### config.mk
export PLATFORM = sky130hd
export DESIGN_NAME = usart_tx_shifter
export DESIGN_NICKNAME = d
export VERILOG_FILES = /design/src/rtl/usart_tx_shifter.sv
export SDC_FILE = /design/constraint.sdc
export NUM_CORES = 1
export LEC_CHECK = 0
export ABC_AREA = 1
export CAP_MARGIN = 20
export CORE_MARGIN = 1
export CORE_UTILIZATION = 40
export DETAILED_ROUTE_END_ITERATION = 10
export GPL_TIMING_DRIVEN = 0
export SLEW_MARGIN = 20
export SYNTH_ARGS = -nofsm -noshare
export SYNTH_HDL_FRONTEND = slang
export SYNTH_SLANG_ARGS = --single-unit
### constraint.sdc
create_clock -name cp2 -period 1.8 [get_ports cp2]
set_input_delay 0.36 -clock cp2 [delete_from_list [all_inputs] [get_ports cp2]]
set_output_delay 0.36 -clock cp2 [all_outputs]
set_load 0.1 [all_outputs]
### src/rtl/usart_tx_shifter.sv
// rtl/usart_tx_shifter.sv - USART transmit shift stage: FIFO pop, async frame serialiser, TXC event
module usart_tx_shifter #(
    parameter int WIDTH = 8
) (
    input  logic             cp2,
    input  logic             ireset,
    input  logic             tx_tick,
    input  logic             txen,
    input  logic [1:0]       chr_size,
    input  logic [1:0]       upm,
    input  logic             usbs,
    input  logic [WIDTH-1:0] fifo_dout,
    input  logic             fifo_empty,
    output logic             fifo_re,
    output logic             txd,
    output logic             txd_oe,
    output logic             busy,
    output logic             txc_set
);

    typedef enum logic [2:0] {
        S_IDLE,
        S_START,
        S_DATA,
        S_PARITY,
        S_STOP1,
        S_STOP2
    } state_t;

    state_t      state_q, state_d;
    logic [7:0]  shreg_q, shreg_d;
    logic [2:0]  bitcnt_q, bitcnt_d;
    logic        parity_q, parity_d;
    logic        txd_q, txd_d;
    logic [1:0]  chr_size_q, chr_size_d;
    logic        par_en_q, par_en_d;
    logic        usbs_q, usbs_d;

    logic [7:0]  data_mask;
    logic        last_stop;
    logic        load;

    generate
        if (WIDTH > 8) begin : g_wide
            logic unused_hi;
            assign unused_hi = ^fifo_dout[WIDTH-1:8];
        end
    endgenerate

    always_comb begin
        case (chr_size)
            2'b00:   data_mask = 8'h1F;
            2'b01:   data_mask = 8'h3F;
            2'b10:   data_mask = 8'h7F;
            default: data_mask = 8'hFF;
        endcase

        last_stop = tx_tick & (((state_q == S_STOP1) & ~usbs_q) | (state_q == S_STOP2));
        load      = tx_tick & txen & ~fifo_empty & ((state_q == S_IDLE) | last_stop);

        state_d    = state_q;
        shreg_d    = shreg_q;
        bitcnt_d   = bitcnt_q;
        parity_d   = parity_q;
        txd_d      = txd_q;
        chr_size_d = chr_size_q;
        par_en_d   = par_en_q;
        usbs_d     = usbs_q;

        if (load) begin
            // Frame format is frozen here so mid-frame register writes cannot corrupt it
            shreg_d    = fifo_dout[7:0];
            parity_d   = (^(fifo_dout[7:0] & data_mask)) ^ upm[0];
            chr_size_d = chr_size;
            par_en_d   = upm[1];
            usbs_d     = usbs;
            bitcnt_d   = 3'd0;
            txd_d      = 1'b0;
            state_d    = S_START;
        end else if (tx_tick) begin
            case (state_q)
                S_START: begin
                    txd_d   = shreg_q[0];
                    shreg_d = {1'b0, shreg_q[7:1]};
                    state_d = S_DATA;
                end
                S_DATA: begin
                    if (bitcnt_q == ({1'b0, chr_size_q} + 3'd4)) begin
                        if (par_en_q) begin
                            txd_d   = parity_q;
                            state_d = S_PARITY;
                        end else begin
                            txd_d   = 1'b1;
                            state_d = S_STOP1;
                        end
                    end else begin
                        txd_d    = shreg_q[0];
                        shreg_d  = {1'b0, shreg_q[7:1]};
                        bitcnt_d = bitcnt_q + 3'd1;
                    end
                end
                S_PARITY: begin
                    txd_d   = 1'b1;
                    state_d = S_STOP1;
                end
                S_STOP1: begin
                    txd_d   = 1'b1;
                    state_d = usbs_q ? S_STOP2 : S_IDLE;
                end
                S_STOP2: begin
                    txd_d   = 1'b1;
                    state_d = S_IDLE;
                end
                default: begin
                    txd_d   = 1'b1;
                    state_d = S_IDLE;
                end
            endcase
        end
    end

    always_ff @(posedge cp2 or negedge ireset) begin
        if (!ireset) begin
            state_q    <= S_IDLE;
            shreg_q    <= 8'h00;
            bitcnt_q   <= 3'd0;
            parity_q   <= 1'b0;
            txd_q      <= 1'b1;
            chr_size_q <= 2'b11;
            par_en_q   <= 1'b0;
            usbs_q     <= 1'b0;
        end else begin
            state_q    <= state_d;
            shreg_q    <= shreg_d;
            bitcnt_q   <= bitcnt_d;
            parity_q   <= parity_d;
            txd_q      <= txd_d;
            chr_size_q <= chr_size_d;
            par_en_q   <= par_en_d;
            usbs_q     <= usbs_d;
        end
    end

    // A reload on the final stop tick suppresses TXC; fifo_empty already implies no reload
    assign fifo_re = load;
    assign txc_set = last_stop & fifo_empty;
    assign txd     = txd_q;
    assign busy    = (state_q != S_IDLE);
    assign txd_oe  = txen | busy;

endmodule

==> out/qor.yml <==
outcome:
  run_status: "completed"
floorplan:
  die_h_microns: 60.2
  core_sq_mm: 0.00313
  start_util_pct: 43.4
  ios: 23
  rows: 20
  die_w_microns: 60.2
  dieArea_sq_mm: 0.00363
timing:
  timing.hold.ws_ps: 474
  finClkSkew_ps: 1.14
  max_slew.worst_pin.slew_ps: 872
  setup_ws_ps: 30.4
  max_freq_mhz: 565
  rsz0062_at_grt: "yes"
  drv_slew: 0
  slew-limit-headroom_pct: 41.7
  layout_min_cycle_time_ps: 1770
  post-route-period-util_pct: 98.3
  setup_viol: 0
  hold_viol_final: 0
layout:
  area_growth_pct: 28.1
  final_nets: 245
  diodes: 0
  design_area_sq_mm: 0.00174
  drive_gt1_share_pct: 21.3
  fin_cells: 269
drt:
  ant_nets: 0
  via_per_inst: 4.75
  wl_per_cell_microns: 10.6
  drc: 0
  dr.pass1.iters: 6
  routed_wl_microns: 2850
  drtIter0Drc: 45
  num_vias: 1277
cts:
  clockBufferDepth: 2
  cts_buffers: 3
  hold_buffers: 0
  cts_root_buf: "clkbuf_4"
  htreeDepth: 1
  cts_tree: "done"
  path_clk_slew_ps: 110
  clock-sinks: 20
  clock_latency_ps: 290
critical_path:
  critPathRequiredTime_ps: 1440
  path_class: "reg2out"
  end_kind: "output pin"
  worstSetupStartpointType: "flip-flop"
  critPathMaxFanout: 4
  cp-startpoint: "state_q[1]"
  worstPathArrival_ps: 1410
  r2r_start: "chr_size_q[1]"
synthesis:
  syn_inst: 192
  synth_nets: 211
  async_flop_share_pct: 100
  synth.avg_cell_area_sq_um: 7.06
  ys.flop_type: "dfrtp_1"
  yosysWarnings: 0
  ys_top_cells_by_count: "nand2_1 (85), nand3_1 (23), inv_1 (19)"
  synth_cell_types: 26
  seq_area_frac_synth_pct: 37.2
  yosys_register_bits: 20
  synth_top_area_share_pct: 31.4
  syn_area_sq_mm: 0.00136
  synth_top_area_cell: "dfrtp_1"
  synth.most_common_cell: "nand2_1"
  synth_area_leaders: "dfrtp_1 (31%), nand2_1 (24%), nand3_1 (8.5%), dfstp_2 (5.8%), inv_1 (5.3%)"
  synth_edf_count: 0
placed_design:
  preCtsSetupSlack_ps: -1170
  place_inst: 258
  io_buffers: 22
  dp_hpwl_microns: 2180
  place.gp.congestion: 0.788
  place_area_sq_mm: 0.00164
job:
  max_cap_violations: 0
global_route:
  grt_pass1_wl_microns: 4830
  track_usage_pct: 17.8
  grt_pass1_vias: 1143
  grt_max_degree: 21
  overflow: 0
  antenna_found_initial: 0
min_path:
  worstHoldStart: "txd"
  worstHoldPathType: "reg2reg"
power:
  leakagePower_nw: 0.926
  vdd_drop_max_v: 0.000421
  powerDensity_mw_per_mm2: 1500
[worst max-delay path, cell delays in order, from the launching register on]
cell     delay [ps]
dfrtp_2         460
inv_2            80
nand4_1         140
nand2_2         130
nand2_4          80
inv_8            70
buf_12          160
[per-layer routing]
metal  global-route usage (%)  part of all wire (%)
met5                        0                     0
met4                     5.98                  0.95
met1                     23.3                    46
met2                     30.5                    49
met3                     1.52                   3.7
[logic make-up (layout without fill, tap and decap cells)]
family	count (synthesis)	count (layout)	share of synthesized area, %
xor gates and xnor gates	1	1	2.03
and+or+nand+nor	124	124	40.6
buffers and inverters	27	60	8.86
DFF	20	20	37.2
AOI/OAI and AO/OA	19	19	10.4
adders and majority gates	1	1	0.922
[cells in the final DEF, fill, tap and decap left out, types with 3 or more instances in the layout]
cell             synthesis  final
o21ai_1                  3      3
clkbuf_4                 0      3
o21ai_0                  8      8
o21ai_2                  3      3
inv_2                    5      5
nand2_1                 85     84
nand3_1                 23     23
clkdlybuf4s50_1          0     16
dfrtp_1                 17     16
nor2_1                   5      4
dfstp_2                  3      3
inv_1                   19     18
buf_4                    1      9
[path summary, 6_finish.rpt]
check / slack [ps] / to / depth (start not counted)
min in group asynchronous: 550 / bitcnt_q[2] / 1
worst min-delay path: 470 / txd / 2
worst max register to register: 290 / shreg_q[5] / 6
max in group asynchronous: 660 / state_q[1] / 1
worst max-delay path: 30 / fifo_re / 6
worst min register to register: 470 / txd / 2
[what timing repair did]
action / CTS / global route
setup endpoints to repair: 5 / 2
hold endpoints to repair: 0 / 0
buffers inserted: 0 / 7
pin swaps: 1 / 2
resized for setup: 32 / 2
[where the power goes]
group | total [W] | leakage (nW) | switching [W] | internal (W)
clock network | 0.000257 | 0.0210 | 0.000134 | 0.000123
logic | 0.00151 | 0.651 | 0.000990 | 0.000515
registers | 0.000838 | 0.254 | 0.000172 | 0.000666
total | 0.00260 | 0.926 | 0.00130 | 0.00130
[final cells by class]
class                   instances  area [sq um]
fillers                       311          1390
multi-input cells             145           743
flip-flops and latches         20           505
repair buffers                 29           270
inverters                      24          97.6
well taps                      44          55.1
clock buffers                   4          36.3
plain buffers                   3          30.0
[registers in the layout (all words and copies together), names as in the netlist]
name,count
shreg_q,8
bitcnt_q,3
state_q,3
chr_size_q,2
par_en_q,1
parity_q,1
txd,1
usbs_q,1
[stage by stage]
stage | utilization, % | power, W | setup TNS [ps]
2_1_floorplan | - | 0.00200 | -25.9
3_3_place_gp | 52.4 | 0.00228 | -3410
3_5_place_dp | 52.4 | 0.00231 | -3370
4_1_cts | 53.8 | 0.00255 | -52.0
5_1_grt | 55.6 | 0.00279 | -50.1
6_report | 55.6 | 0.00260 | 0
(Power assumes the default switching activity.)
